**src/rtl/mips_pipe_pkg.sv**
```systemverilog
// Shared pipeline definitions for the instruction-fetch front end:
// fetch FSM state encoding, PC increment and the NOP encoding.
package mips_pipe_pkg;

    typedef enum logic [1:0] {
        ST_IDLE  = 2'd0,
        ST_REQ   = 2'd1,
        ST_HOLD  = 2'd2,
        ST_DRAIN = 2'd3
    } fetch_state_e;

    localparam int unsigned PC_INC    = 4;
    localparam logic [31:0] NOP_INSTR = 32'h0000_0000;

endpackage

```
**src/rtl/if_fetch_unit_if.sv**
```systemverilog
// Instruction-memory req/ack bus between the fetch unit (master) and
// instruction memory (slave).
interface if_fetch_unit_if #(
    parameter int DATA_W = 32,
    parameter int ADDR_W = 32
) ();

    logic              imem_req;
    logic [ADDR_W-1:0] imem_addr;
    logic              imem_ack;
    logic [DATA_W-1:0] imem_rdata;

    modport master (
        output imem_req,
        output imem_addr,
        input  imem_ack,
        input  imem_rdata
    );

    modport slave (
        input  imem_req,
        input  imem_addr,
        output imem_ack,
        output imem_rdata
    );

endinterface

```
**src/rtl/if_hold_buf.sv**
```systemverilog
// One-entry instruction holding register that parks a fetched word while
// decode is stalled. Clear wins over load.
module if_hold_buf #(
    parameter int W = 32
) (
    input  logic         clk,
    input  logic         rst_n,
    input  logic         load,
    input  logic         clear,
    input  logic [W-1:0] din,
    output logic [W-1:0] dout,
    output logic         valid
);

    logic [W-1:0] data_q, data_d;
    logic         valid_q, valid_d;

    always_comb begin
        data_d  = data_q;
        valid_d = valid_q;
        if (clear) begin
            data_d  = '0;
            valid_d = 1'b0;
        end else if (load) begin
            data_d  = din;
            valid_d = 1'b1;
        end
    end

    always_ff @(posedge clk or negedge rst_n) begin
        if (!rst_n) begin
            data_q  <= '0;
            valid_q <= 1'b0;
        end else begin
            data_q  <= data_d;
            valid_q <= valid_d;
        end
    end

    assign dout  = data_q;
    assign valid = valid_q;

endmodule

```
**src/rtl/if_fetch_unit.sv**
```systemverilog
// Instruction-fetch front end: fetches at pc over req/ack, parks words in a
// hold buffer under decode stall, drains outstanding requests on redirect.
// Optional performance counters are built when IF_FETCH_PERF_EN is defined.
//
// state | meaning
// IDLE  | reset state, no request, moves to REQ next cycle
// REQ   | request at pc outstanding, waiting for ack
// HOLD  | fetched word parked in hold buffer while decode stalls
// DRAIN | discarding the response of a request cut short by a redirect
module if_fetch_unit
    import mips_pipe_pkg::*;
#(
    parameter int DATA_W = 32,
    parameter int ADDR_W = 32
) (
    input  logic              clk,
    input  logic              rst_n,
    input  logic [ADDR_W-1:0] pc,
    output logic [ADDR_W-1:0] next_pc,
    output logic              stall_if,
    input  logic              redirect_valid,
    input  logic [ADDR_W-1:0] redirect_pc,
    input  logic              stall_id,
    if_fetch_unit_if.master   imem,
    output logic              if_id_valid,
    output logic [ADDR_W-1:0] if_id_pc,
    output logic [DATA_W-1:0] if_id_instr
`ifdef IF_FETCH_PERF_EN
    ,
    output logic [31:0]       perf_fetch_cnt,
    output logic [31:0]       perf_stall_cnt
`endif
);

    fetch_state_e      state_q, state_d;
    logic [ADDR_W-1:0] drain_addr_q, drain_addr_d;
    logic              if_id_valid_q, if_id_valid_d;
    logic [ADDR_W-1:0] if_id_pc_q, if_id_pc_d;
    logic [DATA_W-1:0] if_id_instr_q, if_id_instr_d;

    logic              advance;
    logic              if_id_load;
    logic              hold_load;
    logic              hold_clear;
    logic [DATA_W-1:0] hold_data;
    logic              hold_valid;
    logic              req;
    logic [ADDR_W-1:0] addr;

    if_hold_buf #(.W(DATA_W)) u_hold_buf (
        .clk   (clk),
        .rst_n (rst_n),
        .load  (hold_load),
        .clear (hold_clear),
        .din   (imem.imem_rdata),
        .dout  (hold_data),
        .valid (hold_valid)
    );

    always_comb begin
        state_d       = state_q;
        drain_addr_d  = drain_addr_q;
        if_id_valid_d = if_id_valid_q;
        if_id_pc_d    = if_id_pc_q;
        if_id_instr_d = if_id_instr_q;
        advance       = redirect_valid;
        if_id_load    = 1'b0;
        hold_load     = 1'b0;
        hold_clear    = 1'b0;
        req           = 1'b0;
        addr          = pc;

        case (state_q)
            ST_IDLE: state_d = ST_REQ;
            ST_REQ: begin
                req = 1'b1;
                if (imem.imem_ack && !stall_id) begin
                    advance       = 1'b1;
                    if_id_load    = 1'b1;
                    if_id_instr_d = imem.imem_rdata;
                end else if (imem.imem_ack) begin
                    hold_load = 1'b1;
                    state_d   = ST_HOLD;
                end else if (!stall_id) begin
                    if_id_valid_d = 1'b0;
                end
            end
            ST_HOLD: begin
                if (!stall_id) begin
                    advance       = 1'b1;
                    if_id_load    = hold_valid;
                    if_id_instr_d = hold_data;
                    hold_clear    = 1'b1;
                    state_d       = ST_REQ;
                end
            end
            ST_DRAIN: begin
                req  = 1'b1;
                addr = drain_addr_q;
                if (imem.imem_ack) begin
                    state_d = ST_REQ;
                end
            end
            default: state_d = ST_IDLE;
        endcase

        if (if_id_load) begin
            if_id_valid_d = 1'b1;
            if_id_pc_d    = pc;
        end

        // Redirect beats decode stall; the old request keeps its address until acked.
        if (redirect_valid) begin
            if_id_valid_d = 1'b0;
            if_id_load    = 1'b0;
            hold_load     = 1'b0;
            hold_clear    = 1'b1;
            if (state_q == ST_REQ && !imem.imem_ack) begin
                drain_addr_d = pc;
                state_d      = ST_DRAIN;
            end else if (state_q == ST_DRAIN && !imem.imem_ack) begin
                state_d = ST_DRAIN;
            end else begin
                state_d = ST_REQ;
            end
        end
    end

    always_ff @(posedge clk or negedge rst_n) begin
        if (!rst_n) begin
            state_q       <= ST_IDLE;
            drain_addr_q  <= '0;
            if_id_valid_q <= 1'b0;
            if_id_pc_q    <= '0;
            if_id_instr_q <= DATA_W'(NOP_INSTR);
        end else begin
            state_q       <= state_d;
            drain_addr_q  <= drain_addr_d;
            if_id_valid_q <= if_id_valid_d;
            if_id_pc_q    <= if_id_pc_d;
            if_id_instr_q <= if_id_instr_d;
        end
    end

    assign stall_if       = !advance;
    assign next_pc        = redirect_valid ? redirect_pc : pc + ADDR_W'(PC_INC);
    assign imem.imem_req  = req;
    assign imem.imem_addr = addr;
    assign if_id_valid    = if_id_valid_q;
    assign if_id_pc       = if_id_pc_q;
    assign if_id_instr    = if_id_instr_q;

`ifdef IF_FETCH_PERF_EN
    logic [31:0] perf_fetch_q, perf_fetch_d;
    logic [31:0] perf_stall_q, perf_stall_d;

    always_comb begin
        perf_fetch_d = perf_fetch_q + {31'd0, if_id_load};
        perf_stall_d = perf_stall_q + {31'd0, (stall_if && state_q != ST_IDLE)};
    end

    always_ff @(posedge clk or negedge rst_n) begin
        if (!rst_n) begin
            perf_fetch_q <= '0;
            perf_stall_q <= '0;
        end else begin
            perf_fetch_q <= perf_fetch_d;
            perf_stall_q <= perf_stall_d;
        end
    end

    assign perf_fetch_cnt = perf_fetch_q;
    assign perf_stall_cnt = perf_stall_q;
`endif

endmodule

```
**src/flat_wrapper.sv**
```systemverilog
// flat-port wrapper written by rule: the top's interface ports become plain ports
module if_fetch_unit_flat import mips_pipe_pkg::*;
#(
    parameter int DATA_W = 32,
    parameter int ADDR_W = 32
)
  (clk, rst_n, pc, next_pc, stall_if, redirect_valid, redirect_pc, stall_id, if_id_valid, if_id_pc, if_id_instr, imem_imem_req, imem_imem_addr, imem_imem_ack, imem_imem_rdata);
  if_fetch_unit_if #(.DATA_W(DATA_W), .ADDR_W(ADDR_W)) imem_i ();
  input  logic clk;
  input  logic rst_n;
  input  logic [ADDR_W-1:0] pc;
  output logic [ADDR_W-1:0] next_pc;
  output logic stall_if;
  input  logic redirect_valid;
  input  logic [ADDR_W-1:0] redirect_pc;
  input  logic stall_id;
  output logic if_id_valid;
  output logic [ADDR_W-1:0] if_id_pc;
  output logic [DATA_W-1:0] if_id_instr;
  output wire logic [$bits(imem_i.imem_req)-1:0] imem_imem_req;
  output wire logic [$bits(imem_i.imem_addr)-1:0] imem_imem_addr;
  input wire logic [$bits(imem_i.imem_ack)-1:0] imem_imem_ack;
  input wire logic [$bits(imem_i.imem_rdata)-1:0] imem_imem_rdata;
  assign imem_imem_req = imem_i.imem_req;
  assign imem_imem_addr = imem_i.imem_addr;
  assign imem_i.imem_ack = imem_imem_ack;
  assign imem_i.imem_rdata = imem_imem_rdata;
  if_fetch_unit #(.DATA_W(DATA_W), .ADDR_W(ADDR_W)) u_core (.clk(clk), .rst_n(rst_n), .pc(pc), .next_pc(next_pc), .stall_if(stall_if), .redirect_valid(redirect_valid), .redirect_pc(redirect_pc), .stall_id(stall_id), .imem(imem_i), .if_id_valid(if_id_valid), .if_id_pc(if_id_pc), .if_id_instr(if_id_instr));
endmodule
```
**config.mk**
```make
export PLATFORM = sky130hd
export DESIGN_NAME = if_fetch_unit_flat
export DESIGN_NICKNAME = d
export VERILOG_FILES = /design/src/rtl/mips_pipe_pkg.sv /design/src/rtl/if_fetch_unit_if.sv /design/src/rtl/if_hold_buf.sv /design/src/rtl/if_fetch_unit.sv /design/src/flat_wrapper.sv
export SDC_FILE = /design/constraint.sdc
export NUM_CORES = 1
export LEC_CHECK = 0
export ABC_CLOCK_PERIOD_IN_PS = 5340
export CAP_MARGIN = 40
export CORE_MARGIN = 2
export CORE_UTILIZATION = 49
export DETAILED_ROUTE_END_ITERATION = 12
export PLACE_DENSITY = 0.91
export SKIP_LAST_GASP = 1
export SYNTH_ARGS = -nofsm -noshare
export SYNTH_HDL_FRONTEND = slang
export SYNTH_SLANG_ARGS = --single-unit
```
**constraint.sdc**
```tcl
create_clock -name clk -period 5.34 [get_ports clk]
set_input_delay 0.801 -clock clk [delete_from_list [all_inputs] [get_ports clk]]
set_output_delay 0.801 -clock clk [all_outputs]
set_load 0.01 [all_outputs]
```
==> results.toml, run 1 <==
[logic_synthesis]
syn_area_um2 = 6570
yosysSeqAreaShare_pct = 50.2
synthAdderAreaFrac_pct = 0.952
ys_seq_elements = 132
syn_inst = 597
synth_compound_area_share_pct = 12.1
synth.avg_cell_area_um2 = 11.0
yosysWarningCount = 0
synth_area_leaders = "dfrtp_1 50%, mux2_2 15%, mux2i_1 5.0%"
synth_xor_area_share_pct = 1.73
yosysTopAreaCell = "dfrtp_1"
synth-simple-area-share_pct = 11.2
netlist.area_leader.share_pct = 50.2
synth_top_family_by_area = "multiplexers"
synth_mux_area_share_pct = 20.3
yosys.cell_types.count = 39
syn_nets = 703

[sta]
relSlewSlack_pct = 48.2
hold_viol_final = 0
finalSetupTns_ns = 0
timing.final.ws_setup_ns = 0.856
whs_ns = 0.423
fmax_mhz = 223
slew_violations = 0
finalSetupViolCount = 0
fin_crit_sh_pct = 84.0
fin_skew_ns = 0.0112
period_minus_slack_ns = 4.48
rsz0062_at_grt = "false"
worstMarginPinSlew_ns = 0.776

[route]
avgRoutedWirePerCell_um = 19.5
drtPass1Iterations = 8
vias = 5722
drc = 0
vias_per_cell = 5.72
ant_nets = 0
wl_um = 19500
drt_iter0_markers = 598

[clock_network]
post-cts-setup-buffers = 0
cts-resized-gates = 0
cts_tree = "done"
cts_root_buf = "clkbuf_16"
cts_sinks = 132
clk_pin_slew_worst_paths_ns = 0.05
clockBufferDepth = 2
clk_latency_ns = 0.41
holdBufCountCts = 0
htreeDepth = 4
numCtsBuffers = 17

[global_routing]
grt_pass1_vias = 5822
overflow = 0
antenna_found_initial = 0
grt_usage_pct = 27.7
grtUsageMet3_pct = 6.56
gr-usage-met2_pct = 46.4
grt_busiest_layer = "met2"
grt_pass1_wl_um = 30800
grt_max_degree = 84
grt_use_met1_pct = 33.6

[critical_path]
r2r_cells = 8
startpoint = "pc[17]"
r2r-start = "u_core.state_q[0]$_DFFE_PN0P_"
cp_common_cell = "clkdlybuf4s50_1"
arrival_ns = 3.68
crit_chain = "clkdlybuf4s50_1, and4_1, nand4_2, or4_1, a31oi_1, clkdlybuf4s50_1"
critPathSlowestCell = "clkdlybuf4s50_1"
worstPathMaxFanout = 14
worstPathRequired_ns = 4.54
start_kind = "input port"
cp_slowest_stage_delay_ns = 0.64
rrSetupSlack_ns = 2.54
timing.rr.end = "u_core.if_id_instr[6]$_DFFE_PN0P_"
critPathKind = "input port to output pin"
crit_path_end = "next_pc[31]"
end_kind = "output pin"

[job]
cap_viol_max_count = 0

[place]
port_buffers = 231
place_hpwl_um = 13700
place_ws_ns = 0.944
place_congestion = 0.928

[status]
status = "finished, final reports clean"

[finish]
n_fill_cell = 876
diodes = 0
drive_gt1_share_pct = 17.3
syn2layout_area_growth_pct = 46.7
layout.nets = 918

[floorplanning]
placementRows = 42
io_pins = 232
die_y_um = 120
die_area_um2 = 14400
die_width_um = 120
initial_core_util_pct = 49.8
core_area_um2 = 13200

[power_and_ir_drop]
power.density_nw_per_um2 = 512
ir_worst_vdd_uv = 260
power.leakage_nw = 3.97

[worst_hold_path]
hold_path.class = "input port to async pin"
cells in the mapped netlist:
master and count:
a211o_1 1, a21oi_1 37, a22o_1 33, a2bb2oi_1 1, a311o_1 2, a31o_2 1, a31oi_1 9, and2_1 3
and3_1 4, and3_2 3, and4_1 5, and4_4 1, buf_1 3, buf_2 10, buf_4 2, buf_6 1
clkbuf_1 29, dfrtp_1 132, ha_1 5, inv_1 8, mux2_2 89, mux2i_1 33, nand2_1 42, nand2b_1 2
nand3_1 16, nand4_1 9, nand4_2 1, nand4_4 1, nor2_1 48, nor2b_1 1, o211ai_1 3, o21ai_0 29
o22ai_1 1, o31ai_1 6, or2_2 1, or3_1 4, or4_1 8, xnor2_1 4, xor2_1 9
sequential cells by signal, summed over array words and instances, names as in the netlist:
| name | count |
|---|---|
| u_core.drain_addr_q | 32 |
| u_core.if_id_instr | 32 |
| u_core.if_id_valid | 1 |
| u_core.if_id_pc | 32 |
| u_core.state_q | 2 |
| u_core.u_hold_buf.valid | 1 |
| u_core.u_hold_buf.dout | 32 |
placed cells by master, fill, tap and decap left out, drive strengths merged, types with 2 or more instances in the layout:
master | Yosys | routed
ha | 5 | 5
clkinvlp | 0 | 2
nand2 | 42 | 42
buf | 16 | 12
a31oi | 9 | 9
or4 | 8 | 8
and2 | 3 | 3
a311o | 2 | 2
or3 | 4 | 4
clkinv | 0 | 5
o211ai | 3 | 3
and4 | 6 | 6
nand2b | 2 | 2
xnor2 | 4 | 4
o21ai | 29 | 29
bufinv | 0 | 2
dfrtp | 132 | 132
nand4 | 11 | 11
clkbuf | 29 | 23
mux2i | 33 | 33
nand3 | 16 | 16
xor2 | 9 | 9
inv | 8 | 8
a22o | 33 | 33
o31ai | 6 | 6
clkdlybuf4s50 | 0 | 229
a21oi | 37 | 37
nor2 | 48 | 48
mux2 | 89 | 89
and3 | 7 | 7
report_power, final:
group          internal [mW]  switching, mW
logic                   1.24          0.941
clock network          0.709          0.412
registers               1.41          0.228
worst max-delay path, delay by kind of cell:
kind	cells	cell delay, ns
AND/OR/NAND/NOR	3	1.29
AO/OA/AOI/OAI	1	0.33
buffers and inverters	2	1.25
how the worst min path moves through the flow:
stage / start / depth (start not counted) / slack (ns) / to
floorplan: u_core.drain_addr_q[16]$_DFFE_PN0P_ / 2 / 0.45 / u_core.drain_addr_q[16]$_DFFE_PN0P_
detailed placement: u_core.drain_addr_q[22]$_DFFE_PN0P_ / 2 / 0.48 / u_core.drain_addr_q[22]$_DFFE_PN0P_
finish: rst_n / 1 / 0.42 / u_core.if_id_pc[17]$_DFFE_PN0P_
global route: rst_n / 1 / 0.49 / u_core.if_id_pc[17]$_DFFE_PN0P_
global placement: u_core.drain_addr_q[18]$_DFFE_PN0P_ / 2 / 0.46 / u_core.drain_addr_q[18]$_DFFE_PN0P_
CTS: rst_n / 1 / 0.45 / u_core.if_id_pc[17]$_DFFE_PN0P_
through the flow:
| step | instance area [µm²] | util [%] | instances | total power, mW |
|---|---|---|---|---|
| after floorplan | 6570 | - | 597 | 2.64 |
| final | 9640 | 73.1 | 1001 | 4.94 |
| after global placement | 8970 | 68.0 | 964 | 3.69 |
| after detailed placement | 9070 | 68.8 | 969 | 3.82 |
| after global routing | 9640 | 73.1 | 1001 | 5.20 |
| after CTS | 9640 | 73.1 | 1001 | 4.97 |
kinds of logic after synthesis:
family	count (synthesis)
simple gates	149
flops	132
compound gates	123
mux	122
buf+inv	53
xor+xnor	13
fa+ha+maj	5
routing by layer:
layer | part of all wire (%) | vias up | wire length (µm)
li1 | - | 2595 | -
met1 | 39 | 2815 | 7680
met2 | 51 | 255 | 9960
met3 | 5.3 | 57 | 1040
met4 | 4.1 | 0 | 798
met5 | 0 | - | 0
area by class of cell:
type | count | area [µm²] | share of cell area, %
flip-flops and latches | 132 | 3300 | 34.3
multi-input cells | 412 | 3070 | 31.8
repair buffers | 241 | 2450 | 25.4
clock buffers | 23 | 468 | 4.85
well taps | 176 | 220 | 2.28
clock inverters | 9 | 104 | 1.08
inverters | 8 | 30.0 | 0.311
No activity file was read; power rests on OpenSTA's default activity.
==> inputs of run 2 (changes only) <==
- ABC_CLOCK_PERIOD_IN_PS: 5340 -> 4059
- CORE_UTILIZATION: 49 -> 41
- PLACE_DENSITY: 0.91 -> 0.82
- clock period: 5.34 -> 4.06 ns (I/O delays scaled with it)
==> results.toml, run 2 (synthesis results as in run 1) <==
[floorplanning]
placementRows = 46
initial_core_util_pct = 41.7
io_pins = 232
die_area_um2 = 17100
core_area_um2 = 15800
die_width_um = 131
die_y_um = 131

[power_and_ir_drop]
power.density_nw_per_um2 = 669
ir_worst_vdd_uv = 385
total_power_mw = 6.56
power.leakage_nw = 4.03

[sta]
fmax_mhz = 262
fin_skew_ns = 0.00822
fin_crit_sh_pct = 94.1
slew_violations = 0
finalSetupViolCount = 0
finalSetupTns_ns = 0
rsz0062_at_grt = "false"
hold_viol_final = 0
worstMarginPinSlew_ns = 0.607
period_minus_slack_ns = 3.82
relSlewSlack_pct = 59.5

[finish]
syn2layout_area_growth_pct = 49.1
diodes = 0
final_core_util_pct = 62.2
regArea_um2 = 3300
layout_common_cells = "229 x clkdlybuf4s50_1, 132 x dfrtp_1, 89 x mux2_2"
drive_gt1_share_pct = 18.5
layout.nets = 926
layout_commonest_cell = "clkdlybuf4s50_1"
layout.cells.non_filler = 1049
multiInputGateArea_um2 = 3070
design_area_um2 = 9800
n_fill_cell = 1309

[clock_network]
cts_sinks = 132
post-cts-setup-buffers = 0
cts_tree = "done"
clk_pin_slew_worst_paths_ns = 0.06
numCtsBuffers = 17
clk_latency_ns = 0.41
cts_root_buf = "clkbuf_16"
htreeDepth = 4
cts-resized-gates = 0
clockBufferDepth = 2
holdBufCountCts = 0

[worst_hold_path]
hold_path.class = "input port to async pin"

[global_routing]
grt_pass1_wl_um = 28700
grt_usage_pct = 21.7
grt_max_degree = 77
overflow = 0
grt_pass1_vias = 5419
antenna_found_initial = 0

[critical_path]
cp_slowest_stage_delay_ns = 0.60
crit_path_end = "next_pc[31]"
start_kind = "input port"
critPathSlowestCell = "clkdlybuf4s50_1"
crit_chain = "clkdlybuf4s50_1, and4_1, nand4_2, or4_1, a31oi_1, clkdlybuf4s50_1"
cp_common_cell = "clkdlybuf4s50_1"
rrSetupSlack_ns = 1.62
arrival_ns = 3.21
critPathKind = "input port to output pin"
worstPathRequired_ns = 3.45
r2r-start = "u_core.state_q[0]$_DFFE_PN0P_"
r2r_cells = 8
timing.rr.end = "u_core.if_id_instr[0]$_DFFE_PN0P_"
end_kind = "output pin"
worstPathMaxFanout = 14
startpoint = "pc[16]"

[place]
port_buffers = 231
placed_cell_area_um2 = 9180
place_congestion = 0.833
placed_cells_incl_taps = 1017
place_hpwl_um = 13000

[route]
wl_um = 18300
vias = 5529
vias_per_cell = 5.27
drt_iter0_markers = 224
drc = 0
avgRoutedWirePerCell_um = 17.5
ant_nets = 0
drtPass1Iterations = 4

[status]
status = "finished, final reports clean"

[job]
cap_viol_max_count = 0
run 2: power by group:
group / leakage (nW) / total (mW) / internal, mW / switching [mW]
Combinational: 2.12 / 2.85 / 1.63 / 1.21
Clock: 0.296 / 1.60 / 1.02 / 0.578
Sequential: 1.61 / 2.12 / 1.85 / 0.271
run 2: cell type report:
| type | instances | area share, % |
|---|---|---|
| clock buffers | 21 | 4.80 |
| inverters | 8 | 0.306 |
| multi-input cells | 412 | 31.3 |
| flip-flops and latches | 132 | 33.7 |
| clock inverters | 11 | 1.52 |
| repair buffers | 249 | 25.6 |
| well taps | 216 | 2.76 |
run 2: worst min-delay path by stage:
stage / end / slack, ns
floorplan: u_core.drain_addr_q[0]$_DFFE_PN0P_ / 0.31
global placement: u_core.drain_addr_q[22]$_DFFE_PN0P_ / 0.46
CTS: u_core.u_hold_buf.dout[17]$_DFFE_PN0P_ / 0.11
detailed placement: u_core.if_id_pc[22]$_DFFE_PN0P_ / 0.47
global route: u_core.if_id_instr[22]$_DFFE_PN0P_ / 0.12
finish: u_core.u_hold_buf.dout[17]$_DFFE_PN0P_ / 0.11
run 2: per-stage QoR:
step | hold WS, ns | setup slack (ns)
floorplan | 0.313 | 1.51
global placement | 0.462 | 0.309
detailed placement | 0.471 | 0.273
CTS | 0.114 | 0.266
global route | 0.122 | 0.112
finish | 0.108 | 0.239
run 2: per-layer routing:
| metal | share of wire (%) | up-vias | global-route usage [%] |
|---|---|---|---|
| li1 | - | 2613 | - |
| met1 | 44 | 2720 | 28.3 |
| met2 | 48 | 161 | 34.9 |
| met3 | 4.9 | 35 | 5.42 |
| met4 | 2.9 | 0 | 8.39 |
| met5 | 0 | - | 0 |
run 2: critical path: cells and delay by family:
kind / cells / cell delay, ns
simple gates: 3 / 1.26
buf+inv: 2 / 1.15
compound gates: 1 / 0.18
==> inputs of run 3 (changes only) <==
- ABC_CLOCK_PERIOD_IN_PS: 4059 -> unset
- CTS_CLUSTER_DIAMETER: unset -> 120
==> results of run 3 <==
Final layout, timing and power as in run 2 (identical DEF).
